**src/rtl/fp_align_add_pipe_if.sv**
```systemverilog
// Handshaked operand/result bundle for the fp_align_add_pipe front end.
// Optional nan_out/inf_out exist only when FPADD_SPECIAL_EN is defined.
interface fp_align_add_pipe_if #(
    parameter int EXP_W = 8,
    parameter int MAN_W = 23
);
    localparam int MW    = MAN_W + 1;
    localparam int OUT_W = MW + 4;

    logic                   in_valid;
    logic                   in_ready;
    logic                   op_sub;
    logic [EXP_W+MAN_W:0]   op_a;
    logic [EXP_W+MAN_W:0]   op_b;
    logic                   out_valid;
    logic                   out_ready;
    logic [OUT_W-1:0]       mant_out;
    logic [EXP_W-1:0]       exp_out;
    logic                   sign_out;
    logic                   zero_out;
`ifdef FPADD_SPECIAL_EN
    logic                   nan_out;
    logic                   inf_out;
`endif

    // Producer/consumer side: drives operands, accepts results.
    modport master (
        output in_valid, op_sub, op_a, op_b, out_ready,
        input  in_ready, out_valid, mant_out, exp_out, sign_out, zero_out
`ifdef FPADD_SPECIAL_EN
        , input nan_out, inf_out
`endif
    );

    // Adder side.
    modport slave (
        input  in_valid, op_sub, op_a, op_b, out_ready,
        output in_ready, out_valid, mant_out, exp_out, sign_out, zero_out
`ifdef FPADD_SPECIAL_EN
        , output nan_out, inf_out
`endif
    );
endinterface

```
**src/rtl/fp_align_add_pipe.sv**
```systemverilog
// Two-stage FP add front end: capture/compare/swap, then align (G/R/S) and add/sub.
// Define FPADD_SPECIAL_EN to decode NaN/Inf operands and drive nan_out/inf_out.
module fp_align_add_pipe #(
    parameter int EXP_W = 8,
    parameter int MAN_W = 23
) (
    input  logic              clk,
    input  logic              reset_n,
    fp_align_add_pipe_if.slave bus
);
    localparam int MW    = MAN_W + 1;
    localparam int EXT_W = MW + 3;
    localparam int OUT_W = MW + 4;
    localparam int FW    = EXP_W + MAN_W;

    // ---------------- stage 1 decode ----------------
    logic               sign_a_s;
    logic               sign_b_s;
    logic [EXP_W-1:0]   exp_a_s;
    logic [EXP_W-1:0]   exp_b_s;
    logic               hid_a_s;
    logic               hid_b_s;
    logic [MAN_W-1:0]   frac_a_s;
    logic [MAN_W-1:0]   frac_b_s;
    logic               a_is_l_s;
    logic               s2_adv_s;
    logic               in_ready_s;
    logic               s1_load_s;
    logic               s2_load_s;

    logic               s1_valid_r;
    logic               s1_sign_l_r;
    logic [EXP_W-1:0]   s1_exp_l_r;
    logic [MW-1:0]      s1_man_l_r;
    logic               s1_sign_s_r;
    logic [EXP_W-1:0]   s1_exp_s_r;
    logic [MW-1:0]      s1_man_s_r;

    logic               out_valid_r;
    logic [OUT_W-1:0]   mant_r;
    logic [EXP_W-1:0]   exp_r;
    logic               sign_r;
    logic               zero_r;

    // Field split, denormal flush and magnitude compare; B carries its effective sign.
    always_comb begin
        sign_a_s = bus.op_a[FW];
        exp_a_s  = bus.op_a[FW-1:MAN_W];
        hid_a_s  = (exp_a_s != {EXP_W{1'b0}});
        frac_a_s = hid_a_s ? bus.op_a[MAN_W-1:0] : {MAN_W{1'b0}};
        sign_b_s = bus.op_b[FW] ^ bus.op_sub;
        exp_b_s  = bus.op_b[FW-1:MAN_W];
        hid_b_s  = (exp_b_s != {EXP_W{1'b0}});
        frac_b_s = hid_b_s ? bus.op_b[MAN_W-1:0] : {MAN_W{1'b0}};
        // Ties keep A as the larger operand.
        a_is_l_s = ({exp_a_s, frac_a_s} >= {exp_b_s, frac_b_s});
    end

    // Pipeline flow control; in_ready is the only combinational path (from out_ready).
    always_comb begin
        s2_adv_s   = !out_valid_r || bus.out_ready;
        in_ready_s = !s1_valid_r || s2_adv_s;
        s1_load_s  = bus.in_valid && in_ready_s;
        s2_load_s  = s1_valid_r && s2_adv_s;
    end

    assign bus.in_ready = in_ready_s;

`ifdef FPADD_SPECIAL_EN
    logic               max_a_s;
    logic               max_b_s;
    logic               inf_a_s;
    logic               inf_b_s;
    logic               nan_s;
    logic               inf_s;
    logic               inf_sign_s;
    logic               s1_nan_r;
    logic               s1_inf_r;
    logic               s1_inf_sign_r;

    // NaN/Inf classification of the raw operands.
    always_comb begin
        max_a_s    = &exp_a_s;
        max_b_s    = &exp_b_s;
        inf_a_s    = max_a_s && (frac_a_s == {MAN_W{1'b0}});
        inf_b_s    = max_b_s && (frac_b_s == {MAN_W{1'b0}});
        nan_s      = (max_a_s && !inf_a_s) || (max_b_s && !inf_b_s) ||
                     (inf_a_s && inf_b_s && (sign_a_s ^ sign_b_s));
        inf_s      = !nan_s && (inf_a_s || inf_b_s);
        inf_sign_s = inf_a_s ? sign_a_s : sign_b_s;
    end

    // Stage 1 special-case flags.
    always_ff @(posedge clk or negedge reset_n) begin
        if (!reset_n) begin
            s1_nan_r      <= 1'b0;
            s1_inf_r      <= 1'b0;
            s1_inf_sign_r <= 1'b0;
        end else if (s1_load_s) begin
            s1_nan_r      <= nan_s;
            s1_inf_r      <= inf_s;
            s1_inf_sign_r <= inf_sign_s;
        end
    end
`endif

    // Stage 1 register: valid plus swapped L/S operands.
    always_ff @(posedge clk or negedge reset_n) begin
        if (!reset_n) begin
            s1_valid_r  <= 1'b0;
            s1_sign_l_r <= 1'b0;
            s1_exp_l_r  <= {EXP_W{1'b0}};
            s1_man_l_r  <= {MW{1'b0}};
            s1_sign_s_r <= 1'b0;
            s1_exp_s_r  <= {EXP_W{1'b0}};
            s1_man_s_r  <= {MW{1'b0}};
        end else begin
            if (in_ready_s) begin
                s1_valid_r <= bus.in_valid;
            end
            if (s1_load_s) begin
                s1_sign_l_r <= a_is_l_s ? sign_a_s : sign_b_s;
                s1_exp_l_r  <= a_is_l_s ? exp_a_s : exp_b_s;
                s1_man_l_r  <= a_is_l_s ? {hid_a_s, frac_a_s} : {hid_b_s, frac_b_s};
                s1_sign_s_r <= a_is_l_s ? sign_b_s : sign_a_s;
                s1_exp_s_r  <= a_is_l_s ? exp_b_s : exp_a_s;
                s1_man_s_r  <= a_is_l_s ? {hid_b_s, frac_b_s} : {hid_a_s, frac_a_s};
            end
        end
    end

    // ---------------- stage 2 align and add ----------------
    logic [EXP_W-1:0]   diff_s;
    logic [EXT_W-1:0]   ext_l_s;
    logic [EXT_W-1:0]   ext_pre_s;
    logic [EXT_W-1:0]   ext_sh_s;
    logic [EXT_W-1:0]   lost_mask_s;
    logic [EXT_W-1:0]   ext_s_s;
    logic               eff_sub_s;
    logic [OUT_W-1:0]   sum_s;

    // Right-shift the smaller mantissa, folding every lost bit into sticky.
    always_comb begin
        diff_s      = s1_exp_l_r - s1_exp_s_r;
        ext_l_s     = {s1_man_l_r, 3'b000};
        ext_pre_s   = {s1_man_s_r, 3'b000};
        ext_sh_s    = ext_pre_s >> diff_s;
        lost_mask_s = ~({EXT_W{1'b1}} << diff_s);
        if (32'(diff_s) >= 32'(EXT_W)) begin
            ext_s_s = {{(EXT_W-1){1'b0}}, |s1_man_s_r};
        end else begin
            ext_s_s = {ext_sh_s[EXT_W-1:1], ext_sh_s[0] | (|(ext_pre_s & lost_mask_s))};
        end
        eff_sub_s = s1_sign_l_r ^ s1_sign_s_r;
        // |L| >= |S| so the subtraction never wraps.
        if (eff_sub_s) begin
            sum_s = {1'b0, ext_l_s} - {1'b0, ext_s_s};
        end else begin
            sum_s = {1'b0, ext_l_s} + {1'b0, ext_s_s};
        end
    end

    logic [OUT_W-1:0]   nxt_mant_s;
    logic [EXP_W-1:0]   nxt_exp_s;
    logic               nxt_sign_s;
    logic               nxt_zero_s;
`ifdef FPADD_SPECIAL_EN
    logic               nxt_nan_s;
    logic               nxt_inf_s;
    logic               nan_r;
    logic               inf_r;
`endif

    // Result selection: specials first, then exact-zero clean-up.
    always_comb begin
        nxt_mant_s = sum_s;
        nxt_exp_s  = s1_exp_l_r;
        nxt_sign_s = s1_sign_l_r;
        nxt_zero_s = 1'b0;
`ifdef FPADD_SPECIAL_EN
        nxt_nan_s  = 1'b0;
        nxt_inf_s  = 1'b0;
        if (s1_nan_r) begin
            nxt_nan_s  = 1'b1;
            nxt_mant_s = {OUT_W{1'b0}};
            nxt_exp_s  = {EXP_W{1'b1}};
            nxt_sign_s = 1'b0;
        end else if (s1_inf_r) begin
            nxt_inf_s  = 1'b1;
            nxt_mant_s = {OUT_W{1'b0}};
            nxt_exp_s  = {EXP_W{1'b1}};
            nxt_sign_s = s1_inf_sign_r;
        end else
`endif
        if (sum_s == {OUT_W{1'b0}}) begin
            nxt_mant_s = {OUT_W{1'b0}};
            nxt_exp_s  = {EXP_W{1'b0}};
            nxt_sign_s = 1'b0;
            nxt_zero_s = 1'b1;
        end else begin
            nxt_zero_s = 1'b0;
        end
    end

    // Output register; held while out_valid && !out_ready.
    always_ff @(posedge clk or negedge reset_n) begin
        if (!reset_n) begin
            out_valid_r <= 1'b0;
            mant_r      <= {OUT_W{1'b0}};
            exp_r       <= {EXP_W{1'b0}};
            sign_r      <= 1'b0;
            zero_r      <= 1'b0;
        end else begin
            if (s2_adv_s) begin
                out_valid_r <= s1_valid_r;
            end
            if (s2_load_s) begin
                mant_r <= nxt_mant_s;
                exp_r  <= nxt_exp_s;
                sign_r <= nxt_sign_s;
                zero_r <= nxt_zero_s;
            end
        end
    end

`ifdef FPADD_SPECIAL_EN
    // Special-case output flags, same timing as the data outputs.
    always_ff @(posedge clk or negedge reset_n) begin
        if (!reset_n) begin
            nan_r <= 1'b0;
            inf_r <= 1'b0;
        end else if (s2_load_s) begin
            nan_r <= nxt_nan_s;
            inf_r <= nxt_inf_s;
        end
    end

    assign bus.nan_out = nan_r;
    assign bus.inf_out = inf_r;
`endif

    assign bus.out_valid = out_valid_r;
    assign bus.mant_out  = mant_r;
    assign bus.exp_out   = exp_r;
    assign bus.sign_out  = sign_r;
    assign bus.zero_out  = zero_r;
endmodule

```
**src/flat_wrapper.sv**
```systemverilog
// flat-port wrapper written by rule: the top's interface ports become plain ports
module fp_align_add_pipe_flat 
#(
    parameter int EXP_W = 8,
    parameter int MAN_W = 23
)
  (clk, reset_n, bus_in_valid, bus_op_sub, bus_op_a, bus_op_b, bus_out_ready, bus_in_ready, bus_out_valid, bus_mant_out, bus_exp_out, bus_sign_out, bus_zero_out);
  fp_align_add_pipe_if #(.EXP_W(EXP_W), .MAN_W(MAN_W)) bus_i ();
  input  logic clk;
  input  logic reset_n;
  input wire logic [$bits(bus_i.in_valid)-1:0] bus_in_valid;
  input wire logic [$bits(bus_i.op_sub)-1:0] bus_op_sub;
  input wire logic [$bits(bus_i.op_a)-1:0] bus_op_a;
  input wire logic [$bits(bus_i.op_b)-1:0] bus_op_b;
  input wire logic [$bits(bus_i.out_ready)-1:0] bus_out_ready;
  output wire logic [$bits(bus_i.in_ready)-1:0] bus_in_ready;
  output wire logic [$bits(bus_i.out_valid)-1:0] bus_out_valid;
  output wire logic [$bits(bus_i.mant_out)-1:0] bus_mant_out;
  output wire logic [$bits(bus_i.exp_out)-1:0] bus_exp_out;
  output wire logic [$bits(bus_i.sign_out)-1:0] bus_sign_out;
  output wire logic [$bits(bus_i.zero_out)-1:0] bus_zero_out;
  assign bus_i.in_valid = bus_in_valid;
  assign bus_i.op_sub = bus_op_sub;
  assign bus_i.op_a = bus_op_a;
  assign bus_i.op_b = bus_op_b;
  assign bus_i.out_ready = bus_out_ready;
  assign bus_in_ready = bus_i.in_ready;
  assign bus_out_valid = bus_i.out_valid;
  assign bus_mant_out = bus_i.mant_out;
  assign bus_exp_out = bus_i.exp_out;
  assign bus_sign_out = bus_i.sign_out;
  assign bus_zero_out = bus_i.zero_out;
  fp_align_add_pipe #(.EXP_W(EXP_W), .MAN_W(MAN_W)) u_core (.clk(clk), .reset_n(reset_n), .bus(bus_i));
endmodule
```
**config.mk**
```make
export PLATFORM = sky130hd
export DESIGN_NAME = fp_align_add_pipe_flat
export DESIGN_NICKNAME = d
export VERILOG_FILES = /design/src/rtl/fp_align_add_pipe_if.sv /design/src/rtl/fp_align_add_pipe.sv /design/src/flat_wrapper.sv
export SDC_FILE = /design/constraint.sdc
export NUM_CORES = 1
export LEC_CHECK = 0
export CAP_MARGIN = 20
export CORE_ASPECT_RATIO = 1.2
export CORE_MARGIN = 1.5
export CORE_UTILIZATION = 43
export DETAILED_ROUTE_END_ITERATION = 7
export PLACE_DENSITY = 0.7
export SYNTH_ARGS = -nofsm -noshare
export SYNTH_HDL_FRONTEND = slang
export SYNTH_SLANG_ARGS = --single-unit
```
**constraint.sdc**
```tcl
create_clock -name clk -period 5.99 [get_ports clk]
set_input_delay 0.599 -clock clk [delete_from_list [all_inputs] [get_ports clk]]
set_output_delay 0.599 -clock clk [all_outputs]
set_load 0.1 [all_outputs]
```
==> flow_metrics.py <==
metrics = {
    "floorplanning": {
        "die_x_um": 150.4,
        "die_h_um": 179.9,
        "core-area_um2": 25540,
        "initial_core_util": 0.4387,
        "rows": 64,
        "die_area_um2": 27040,
        "ios": 109,
    },
    "clock_tree": {
        "numCtsBuffers": 9,
        "htreeDepth": 3,
        "clkLatencyLatePin_ps": 370,
        "path_clk_slew_ps": 80,
        "cts_max_path_buffers": 2,
        "holdBufCountCts": 0,
        "clockRootBuffer": "clkbuf_16",
        "cts_tree": "yes",
        "cts.sinks": 106,
    },
    "grt": {
        "grt_pass1_vias": 12270,
        "antenna_found_initial": 0,
        "grt_remaining_overflow": 0,
        "grt_max_degree": 69,
        "grt_pass1_wl_um": 70960,
        "grt_usage": 0.3429,
    },
    "finish": {
        "ff_latch_area_um2": 2653,
        "nFillCells": 2411,
        "antenna_cells": 0,
        "mostFrequentLayoutCells": "buf_4 (236), nand2_1 (178), nor2_1 (121)",
        "multiInputGateArea_um2": 8210,
        "final_area_um2": 14990,
        "drive_gt1_frac": 0.2094,
        "fin_cells": 2087,
        "finalNetCount": 1913,
        "layout_commonest_cell": "buf_4",
        "syn2layout_area_growth_pct": 33.76,
    },
    "sta": {
        "skew_ps": 8.804,
        "fin_crit_ps": 6109,
        "slew_headroom": 0.3381,
        "max_freq_mhz": 163.7,
        "setup_ws_ps": -118.9,
        "fin_crit_sh": 1.020,
        "hold_viol_final": 0,
        "tightestPinTransition_ps": 989.7,
        "setup_violations": 10,
        "drv_slew": 0,
        "rsz0062_at_grt": "true",
        "holdWs_ps": 188.8,
    },
    "pwr": {
        "powerDensity_nw_per_um2": 488.9,
        "power.share.clock": 0.086,
        "swShare": 0.5316,
        "intPower_mw": 3.433,
        "pwr-share-seq": 0.152,
        "power.switching_mw": 3.896,
        "leakage_nw": 6.795,
        "combPwrFrac": 0.762,
        "irDropWorstVdd_mv": 0.1858,
    },
    "drt": {
        "dr.pass1.iters": 7,
        "drt_iter0_markers": 897,
        "routed_wl_um": 46560,
        "num_vias": 12800,
        "final_antenna_net_count": 0,
        "wire_per_inst_um": 22.31,
        "viasPerCell": 6.132,
        "drc": 0,
    },
    "worst_hold_path": {
        "worstHoldPathType": "input pin to async pin",
    },
    "setup_path": {
        "slowest_delay_ps": 410,
        "crit_arrival_ps": 6370,
        "critPathKind": "flip-flop to flip-flop",
        "startpoint_type": "flip-flop",
        "rr_worst_depth": 30,
        "r2r_slack_ps": -120,
        "crit_fanout": 5,
        "crit_slowest_cell": "o41ai_1",
        "crit_top_cell": "buf_4",
        "critPathCaptureType": "flip-flop",
        "worstPathRequired_ps": 6250,
    },
    "synth": {
        "ys_ff_latch": 106,
        "synth_top_area_frac": 0.2367,
        "yosys_warnings": 0,
        "syn_area_um2": 11210,
        "synth_edf_count": 0,
        "synth.distinct_cells": 82,
        "synthFlopType": "dfrtp_1",
        "synth_fp_nets": 1650,
        "yosys.area.top_type": "dfrtp_1",
        "avgSynthCellArea_um2": 7.521,
        "synth.area.top_cells": "dfrtp_1 (24%), ha_1 (9.9%), nand2_1 (6.1%)",
        "async_reset_ff_frac": 1.000,
        "synth_seq_area_share": 0.2367,
        "synth_cells": 1490,
    },
    "placed_design": {
        "port_buffers": 108,
        "dpl_cell_area_um2": 14070,
        "dpl.cell_count": 2044,
        "gp_congestion": 1.043,
        "dpl.hpwl_um": 37170,
        "place_ws_ps": -493.4,
    },
    "status": {
        "status": "finished, violations left",
        "violations": "setup timing",
    },
    "run": {
        "max_cap_violations": 0,
    },
}
[worst max-delay path: cells and delay by family (launching register included)]
kind	cells	cell delay [ps]
XOR/XNOR	1	140
flip-flops	1	380
AO/OA/AOI/OAI	12	2540
adder cells (fa/ha/maj)	3	660
AND/OR/NAND/NOR	5	1180
buffers and inverters	9	1100
[synthesized netlist by cell type (all sizes together) (20+ instances only)]
master and count:
a211oi 26, a21oi 104, a22oi 49, buf 21, clkbuf 84, dfrtp 106
ha 89, inv 94, mux2 20, mux2i 38, nand2 182, nand3 23
nor2 127, nor3 65, o21a 26, o21ai 90, o31ai 58, xnor2 23
[registers in the layout, indices dropped and copies added, names as in the netlist]
| register | count |
|---|---|
| u_core.s1_sign_s_r | 1 |
| u_core.bus.sign_out | 1 |
| u_core.s1_exp_l_r | 8 |
| u_core.bus.zero_out | 1 |
| u_core.bus.mant_out | 28 |
| u_core.s1_exp_s_r | 8 |
| u_core.s1_sign_l_r | 1 |
| u_core.s1_man_s_r | 24 |
| u_core.bus.out_valid | 1 |
| u_core.bus.exp_out | 8 |
| u_core.s1_man_l_r | 24 |
| u_core.s1_valid_r | 1 |
[logic make-up after synthesis]
family,synth area share
fa+ha+maj,0.1029
flops,0.2367
mux,0.05605
buf+inv,0.07000
xor+xnor,0.02735
simple gates,0.2154
compound gates,0.2916
[routing by layer]
metal	up-vias	wire length, µm	part of all wire	track usage
met4	0	3149	0.068	0.2153
li1	5978	-	-	-
met1	6081	17790	0.38	0.4045
met5	-	0	0	0
met2	590	23020	0.49	0.5862
met3	148	2599	0.056	0.03680
[timing repair]
item / 4_1_cts / 5_1_grt
gates cloned: 1 / 1
resized for setup: 27 / 59
pin swaps: 15 / 26
setup buffers: 7 / 20
endpoints found under the setup margin: 10 / 14
[area by class of cell]
type,instances,area share
Multi-Input combinational cell,1186,0.5477
Timing Repair Buffer,356,0.2044
Sequential cell,106,0.1769
Tap cell,330,0.02754
Inverter,94,0.02354
Clock buffer,9,0.01502
Clock inverter,6,0.004841
[power groups by stage]
stage	combinational, mW	clock (mW)	sequential [mW]
global placement	5.14	0	1.12
floorplan	2.31	0	1.82
CTS	5.25	0.638	1.11
global route	5.92	0.662	1.14
detailed placement	5.13	0	1.12
finish	5.59	0.628	1.11
[per-stage QoR]
stage / TNS, ps / total power, mW / util
2_1_floorplan: 0 / 4.130 / -
3_3_place_gp: -2643 / 6.255 / 0.5510
3_5_place_dp: -4830 / 6.258 / 0.5510
4_1_cts: 0 / 7.000 / 0.5697
5_1_grt: -3376 / 7.724 / 0.5868
6_report: -1112 / 7.329 / 0.5868
[worst paths after layout]
path / endpoint / start
setup / recovery: u_core.bus.exp_out[1] / u_core.s1_exp_l_r[0]
hold / removal: u_core.bus.exp_out[3] / reset_n
setup reg to reg: u_core.bus.exp_out[1] / u_core.s1_exp_l_r[0]
hold reg to reg: u_core.bus.mant_out[11] / u_core.bus.mant_out[11]
max in group asynchronous: u_core.s1_man_s_r[20] / reset_n
min in group clk: u_core.bus.mant_out[11] / u_core.bus.mant_out[11]
Power figures use the tool's default switching activity.
